**config.mk**
```make
export PLATFORM = sky130hd
export DESIGN_NAME = rom_rd_arbiter
export DESIGN_NICKNAME = d
export VERILOG_FILES = /design/src/rtl/rom_arb_pkg.sv /design/src/rtl/rom_rd_tag_pipe.sv /design/src/rtl/rom_rd_arbiter.sv
export SDC_FILE = /design/constraint.sdc
export NUM_CORES = 1
export LEC_CHECK = 0
export BUFFER_PORTS_ARGS = -buffer_cell sky130_fd_sc_hd__buf_2
export CAP_MARGIN = 20
export CORE_UTILIZATION = 39
export DETAILED_ROUTE_END_ITERATION = 6
export PLACE_DENSITY = 0.75
export SKIP_LAST_GASP = 1
export SLEW_MARGIN = 5
export SYNTH_ARGS = -nofsm -noshare
export SYNTH_HDL_FRONTEND = slang
export SYNTH_HIERARCHICAL = 1
export SYNTH_SLANG_ARGS = --single-unit
```
**constraint.sdc**
```tcl
create_clock -name clk -period 2.7 [get_ports clk]
set_input_delay 0.675 -clock clk [delete_from_list [all_inputs] [get_ports clk]]
set_output_delay 0.675 -clock clk [all_outputs]
set_load 0.05 [all_outputs]
```
**src/rtl/rom_arb_pkg.sv**
```systemverilog
// Shared types for the ROM read arbiter: FSM states, requester IDs and the
// read-return tag carried alongside each issued ROM address.
package rom_arb_pkg;

  typedef enum logic {
    ST_IDLE  = 1'b0,
    ST_BURST = 1'b1
  } state_e;

  localparam logic ID_REQ0 = 1'b0;
  localparam logic ID_REQ1 = 1'b1;

  typedef struct packed {
    logic vld;
    logic id;
    logic last;
  } tag_t;

  localparam int unsigned TAG_W = $bits(tag_t);

  // Round robin: on a tie the requester that did not own the previous burst wins.
  function automatic logic rr_pick(input logic req0, input logic req1,
                                   input logic last_owner);
    if (req0 && req1) return ~last_owner;
    if (req0)         return ID_REQ0;
    return ID_REQ1;
  endfunction

endpackage

```
**src/rtl/rom_rd_tag_pipe.sv**
```systemverilog
// Delays the {vld,id,last} tag of each issued ROM address by the ROM latency so
// it lines up with rom_q; decodes the output stage into per-requester strobes.
module rom_rd_tag_pipe
  import rom_arb_pkg::*;
#(
  parameter int unsigned DEPTH = 1
) (
  input  logic clk,
  input  logic rst,
  input  tag_t tag_in,
  output logic rd_vld0_c,
  output logic rd_vld1_c,
  output logic rd_last_c,
  output logic pipe_busy_c
);

  tag_t tag_q [DEPTH];
  tag_t tag_d [DEPTH];

  always_comb begin
    tag_d[0] = tag_in;
    for (int i = 1; i < int'(DEPTH); i++) begin
      tag_d[i] = tag_q[i-1];
    end
  end

  // Clear drops beats already in flight so nothing is returned after a reset.
  always_ff @(posedge clk) begin
    if (rst) begin
      for (int i = 0; i < int'(DEPTH); i++) begin
        tag_q[i] <= '0;
      end
    end else begin
      for (int i = 0; i < int'(DEPTH); i++) begin
        tag_q[i] <= tag_d[i];
      end
    end
  end

  always_comb begin
    rd_vld0_c   = tag_q[DEPTH-1].vld && (tag_q[DEPTH-1].id == ID_REQ0);
    rd_vld1_c   = tag_q[DEPTH-1].vld && (tag_q[DEPTH-1].id == ID_REQ1);
    rd_last_c   = tag_q[DEPTH-1].vld && tag_q[DEPTH-1].last;
    pipe_busy_c = 1'b0;
    for (int i = 0; i < int'(DEPTH); i++) begin
      pipe_busy_c = pipe_busy_c | tag_q[i].vld;
    end
  end

endmodule

```
**src/rtl/rom_rd_arbiter.sv**
```systemverilog
// Shares one registered-address ROM between two burst requesters: round-robin
// grant at burst boundaries, sequential wrapping addresses, tagged read return.
module rom_rd_arbiter
  import rom_arb_pkg::*;
#(
  parameter int unsigned RD_LAT = 1,
  parameter int unsigned AW     = 8,
  parameter int unsigned DW     = 8
) (
  input  logic          clk,
  input  logic          rst,
  input  logic          req0,
  input  logic [AW-1:0] addr0,
  input  logic [AW-1:0] len0,
  output logic          gnt0,
  input  logic          req1,
  input  logic [AW-1:0] addr1,
  input  logic [AW-1:0] len1,
  output logic          gnt1,
  output logic [AW-1:0] rom_addr,
  input  logic [DW-1:0] rom_q,
  output logic [DW-1:0] rd_data,
  output logic          rd_vld0,
  output logic          rd_vld1,
  output logic          rd_last,
  output logic          busy
);

  state_e        state_q, state_d;
  logic [AW-1:0] rom_addr_q, rom_addr_d;
  logic [AW-1:0] cnt_q, cnt_d;
  logic          owner_q, owner_d;
  logic          last_owner_q, last_owner_d;
  logic [1:0]    gnt_q, gnt_d;
  logic          win_c;
  tag_t          tag_in_c;
  logic          pipe_busy_c;

  always_ff @(posedge clk) begin
    if (rst) begin
      state_q      <= ST_IDLE;
      rom_addr_q   <= '0;
      cnt_q        <= '0;
      owner_q      <= ID_REQ0;
      last_owner_q <= ID_REQ1;
      gnt_q        <= '0;
    end else begin
      state_q      <= state_d;
      rom_addr_q   <= rom_addr_d;
      cnt_q        <= cnt_d;
      owner_q      <= owner_d;
      last_owner_q <= last_owner_d;
      gnt_q        <= gnt_d;
    end
  end

  // Next state: arbitrate in IDLE, walk the address counter in BURST.
  always_comb begin
    state_d      = state_q;
    rom_addr_d   = rom_addr_q;
    cnt_d        = cnt_q;
    owner_d      = owner_q;
    last_owner_d = last_owner_q;
    gnt_d        = '0;
    win_c        = rr_pick(req0, req1, last_owner_q);

    case (state_q)
      ST_IDLE: begin
        if (req0 || req1) begin
          state_d      = ST_BURST;
          gnt_d[win_c] = 1'b1;
          rom_addr_d   = win_c ? addr1 : addr0;
          cnt_d        = win_c ? len1 : len0;
          owner_d      = win_c;
          last_owner_d = win_c;
        end
      end
      ST_BURST: begin
        // The IDLE cycle after the final beat is the mandatory bubble.
        if (cnt_q == '0) begin
          state_d = ST_IDLE;
        end else begin
          rom_addr_d = rom_addr_q + AW'(1);
          cnt_d      = cnt_q - AW'(1);
        end
      end
      default: state_d = ST_IDLE;
    endcase
  end

  always_comb begin
    tag_in_c      = '0;
    tag_in_c.vld  = (state_q == ST_BURST);
    tag_in_c.id   = owner_q;
    tag_in_c.last = (cnt_q == '0);
  end

  rom_rd_tag_pipe #(
    .DEPTH (RD_LAT)
  ) u_tag_pipe (
    .clk         (clk),
    .rst         (rst),
    .tag_in      (tag_in_c),
    .rd_vld0_c   (rd_vld0),
    .rd_vld1_c   (rd_vld1),
    .rd_last_c   (rd_last),
    .pipe_busy_c (pipe_busy_c)
  );

  assign gnt0     = gnt_q[0];
  assign gnt1     = gnt_q[1];
  assign rom_addr = rom_addr_q;
  assign rd_data  = rom_q;
  assign busy     = (state_q != ST_IDLE) || pipe_busy_c;

endmodule

```
* After elaboration in Yosys (flattened, before gate mapping) *
Memories as Yosys holds them, arrays and structs flattened.
Cells that the tools add are included.

cells by class
  reduce and logical (&&, ||, !) cells = 12
  muxes and demuxes = 25
  eq/ne operators = 2
  bitwise logic cells = 4
  $lt $le $gt $ge = 2
  $add $sub $neg = 2

operators by type and width
  kind                 number
  $mux 8               6
  $pmux 8 s2           2
  $mux 1               14
  $add 8x1->8 const B  1
  $logic_not 8->1      1
  $sub 8x1->8 const B  1
  $reduce_or 3->1      2
  $logic_and 1x1->1    5
  $ne 2x2->1 const B   2
  $not 1->1            4
  $reduce_and 2->1     2
  $mux 3               1
  $logic_or 1x1->1     2
  $lt 1x2->1 const B   1
  $pmux 1 s2           1
  $demux 1 s1          1
  $ge 1x1->1 const B   1

word-level totals
  input bits = 44
  memories = 1
  output and inout port bits = 22
  logic and storage cells = 54
  bits in registers = 21
  RAM bits = 3

memories
  name              words  bits a word  rd ports  clocked after Yosys merged registers in  wr ports  RTL line               source
  u_tag_pipe.tag_q  1      3            1         0                                        1         rom_rd_tag_pipe.sv:17  tag_t tag_q [DEPTH];

* Logic depth before layout (Yosys ltp) *
  depth after elaboration = 9
  depth in mapped cells = 8
  gate-level depth less buffers = 7

* By module *
The synthesis kept the hierarchy.

by module, submodules not included
  module           cells an instance  times used  area an instance (µm²)  sequential area each (µm²)
  rom_rd_arbiter   163                1           1351.3                  420.4
  rom_rd_tag_pipe  9                  1           101.3                   60.1

* Worst setup path before layout *
Ideal clock, no wire load.

  path kind = reg-to-output
  start point = register state_q
  end point = output busy
  stages on the path, launching flop included = 4
  setup slack = 0.746 ns
  arrival = 1.279 ns
  required time = 2.025 ns
  path buffers = 2
  cell sequence = dfxtp_1 > clkbuf_1 > clkbuf_1 > or2_2

on the way
  word-level cells in the longest chain between the ends = 1

RTL lines
  element                 RTL line               source
  from (decl)             rom_rd_arbiter.sv:29   state_e state_q, state_d;
  from (signal assigned)  rom_rd_arbiter.sv:48   state_q <= state_d;
  $logic_or 1x1->1        rom_rd_arbiter.sv:114  assign busy = (state_q != ST_IDLE) || pipe_busy_c;
  to (decl)               rom_rd_arbiter.sv:26   output logic busy

No other way between the ends.

* Final worst setup path *
Ends and elaborated chain as after synthesis.

==> metrics.md <==
| Metric | Value |
|---|---|
| Outcome | finished clean |
| Worst slew pin tran | about 610 ps |
| Clock Latency Late Sink | around 280 ps |
| Share of the synthesized area in the top cell type | between 30 and 40% |
| Global placement routability congestion | 0.8047 |
| Critical Path Source Type | flop |
| Asr flop ratio synth | 0% |
| Critical path class | flop to output pin |
| Die width | between 60 and 70 um |
| Antenna fix cells | 0 |
| Final instance area | 1730 um^2 |
| Worst path max stage delay | between 700 and 800 ps |
| Power Density | ~650 nW/um^2 |
| Total vias in the final route | 1400 |
| Initial core utilization | 42.20% |
| Setup TNS | 0 ps |
| Num CTS Buffers | 3 |
| Yosys reg bits | 24 |
| Final setup margin | between 500 and 600 ps |
| Synth unique cells | 43 |
| First-pass GRT wire length | 6.216 mm |
| GRT Total Usage | 19.54% |
| CTS H-tree depth | 1 |
| Place WS | between 500 and 600 ps |
| Hold crit path type | flop to flop |
| Initial antenna violation count | 0 |
| Crit Path Max Fanout | 19 |
| Worst path top cell family by delay | flip-flops |
| Kind of end point of the critical path | output pin |
| Clock sinks | 24 |
| Number of port buffers | between 40 and 50 |
| Synth Warn # | 6 |
| RR Startpoint | cnt_q[0] |
| CP required | a little over 2000 ps |
| Share of cells above drive strength 1 | 34.91% |
| Core area | roughly 3400 um^2 |
| CTS hold repair buffers | 0 |
| Worst r2r path cells | 8 |
| Vias/cell | ~5.4 |
| Slew HR | ~59% |
| Crit path depth | 2 |
| Pleak | roughly 0.76 nW |
| Pin count of the biggest net entering global routing | 20 |
| Area contributors post-synth | dfxtp_1 (33%), mux2_2 (5.4%), nand2_1 (5.4%) |
| Hold Vio Cnt, Final | 0 |
| Clk slew on worst S/H paths | around 90 ps |
| Final worst-path cycle share | 78.51% |
| Max Root-Sink Buffers | 2 |
| Site Rows | 21 |
| Worst Path Arrival | approximately 1400 ps |
| Final Skew | 8.601 ps |
| Sequential share of the synthesized area | 33.07% |
| Detailed Route WL | between 3 and 4 mm |
| Fmax achieved | 471.7 MHz |
| WHS Path Cells | 2 |
| Gates resized, CTS repair | 0 |
| Mean post-synth cell area | between 8 and 9 um^2 |
| Cell Area, Synth | about 1500 um^2 |
| Final setup fails | 0 |
| Critical Path Start | state_q |
| Clock root cell | clkbuf_8 |
| Area growth from synthesis to layout | 19.12% |
| Dpl hpwl | 2.622 mm |
| Max rail drop VDD | approximately 240 uV |
| CP max-delay cell | dfxtp_1 |
| Bufs and invs on worst path | 1 |
| Final nets | between 200 and 300 |
| Cells along the critical path | or2_2 > buf_2 |
| DR DRC count | 0 |
| Slew Viols, Final | 0 |
| Die Ht | ~63 um |
| Syn Inst Count | between 150 and 200 |
| Aggregate global routing overflow | 0 |
| Drt first pass iters | 4 |
| Fillers | 354 |
| Average wire per standard cell | 14.10 um |
| EDFF count, synth | 0 |
| Syn nets | roughly 220 |
| Placement Cell Area | around 1700 um^2 |
| Post-CTS Setup Repair Bufs | 0 |
| Number of global-route vias before repair | between 1000 and 1500 |
| Dominant cell type by area after synthesis | dfxtp_1 |
| Fin util | ~50% |
| DRT antenna net count | 0 |
| Min Hold Slack | between 400 and 500 ps |
| I/O pin count | 66 |
| Clock period minus worst slack | roughly 2100 ps |
| CTS tree | yes |
| Unrepaired setup endpoints after global routing | no |
| Area of the die | about 4000 um^2 |
| Min-delay src | owner_q |
| Max cap viols | 0 |
| Iteration-0 DRC Markers | 41 |
| Synth Flop Type | dfxtp_1 |
[metal layers]
layer,vias to the layer above,share of wire [%],GRT usage [%]
met4,0,2.0,8.140
li1,711,-,-
met1,625,45,24.83
met2,52,47,31.85
met5,-,0,0
met3,12,6.6,3.832
[area by class of cell]
class                   count  area (um^2)  area share [%]
clock buffers               4        55.05           3.181
inverters                   5        18.77           1.085
multi-input cells         128        858.3           49.60
flip-flops and latches     24        480.5           27.77
well taps                  46        57.56           3.326
repair buffers             51        260.3           15.04
[synthesized netlist by cell type, drive strengths merged (2+ instances only)]
| master | instances |
|---|---|
| a211oi | 3 |
| a21oi | 9 |
| a31oi | 3 |
| a32o | 7 |
| and2 | 2 |
| buf | 10 |
| clkbuf | 5 |
| dfxtp | 24 |
| ha | 2 |
| inv | 5 |
| mux2 | 7 |
| mux2i | 7 |
| nand2 | 22 |
| nand2b | 2 |
| nand3 | 8 |
| nand4 | 2 |
| nor2 | 8 |
| nor2b | 3 |
| nor3 | 6 |
| nor3b | 3 |
| o211ai | 3 |
| o21ai | 14 |
| o22ai | 4 |
[final timing paths]
kind / slack (ps) / to
max reg2reg: 660 / rom_addr[4]
min reg2reg: 460 / owner_q
max: 580 / busy
min: 460 / owner_q
[where the power goes]
| group | internal [W] | switching, W | total, W | leakage, nW |
|---|---|---|---|---|
| clock network | 0.000131 | 0.000121 | 0.000252 | 0.0288 |
| registers | 0.000404 | 0.0000606 | 0.000465 | 0.199 |
| logic | 0.000157 | 0.000244 | 0.000402 | 0.533 |
[logic make-up after synthesis]
family | share of synthesized area (%)
AND/OR/NAND/NOR | 24.55
adder cells (fa/ha/maj) | 1.722
flip-flops | 33.07
AO/OA/AOI/OAI | 22.57
buffers and inverters | 7.838
multiplexers | 10.25
[metrics by stage]
stage | total power [W] | cells
final | 0.001119 | 258
after global routing | 0.001185 | 258
after CTS | 0.001119 | 258
after detailed placement | 0.0008719 | 254
after global placement | 0.0008657 | 254
after floorplan | 0.0007996 | 172
[cells in the final DEF, fill, tap and decap left out, types with 7 or more instances in the layout]
cell / Yosys / final
a21oi_1: 8 / 8
nand3_1: 8 / 8
nand2_1: 21 / 21
o21ai_0: 14 / 14
mux2i_1: 7 / 7
buf_2: 1 / 49
nor2_1: 7 / 7
a32o_1: 7 / 7
dfxtp_1: 24 / 24
mux2_2: 7 / 7
[flip-flops by register name, indices dropped and copies added, names as in the netlist]
signal,cells
u_tag_pipe/tag_q,3
owner_q,1
rom_addr,8
state_q,1
cnt_q,8
gnt_q,2
last_owner_q,1
[worst reg2reg max path: cells and delay by family, from the launching register on]
kind / cells / cell delay [ps]
DFF: 1 / 340
adders and majority gates: 1 / 180
and+or+nand+nor: 2 / 680
buffers and inverters: 2 / 310
AOI/OAI and AO/OA: 3 / 400
Note: power is estimated with default switching activity, not from simulation.
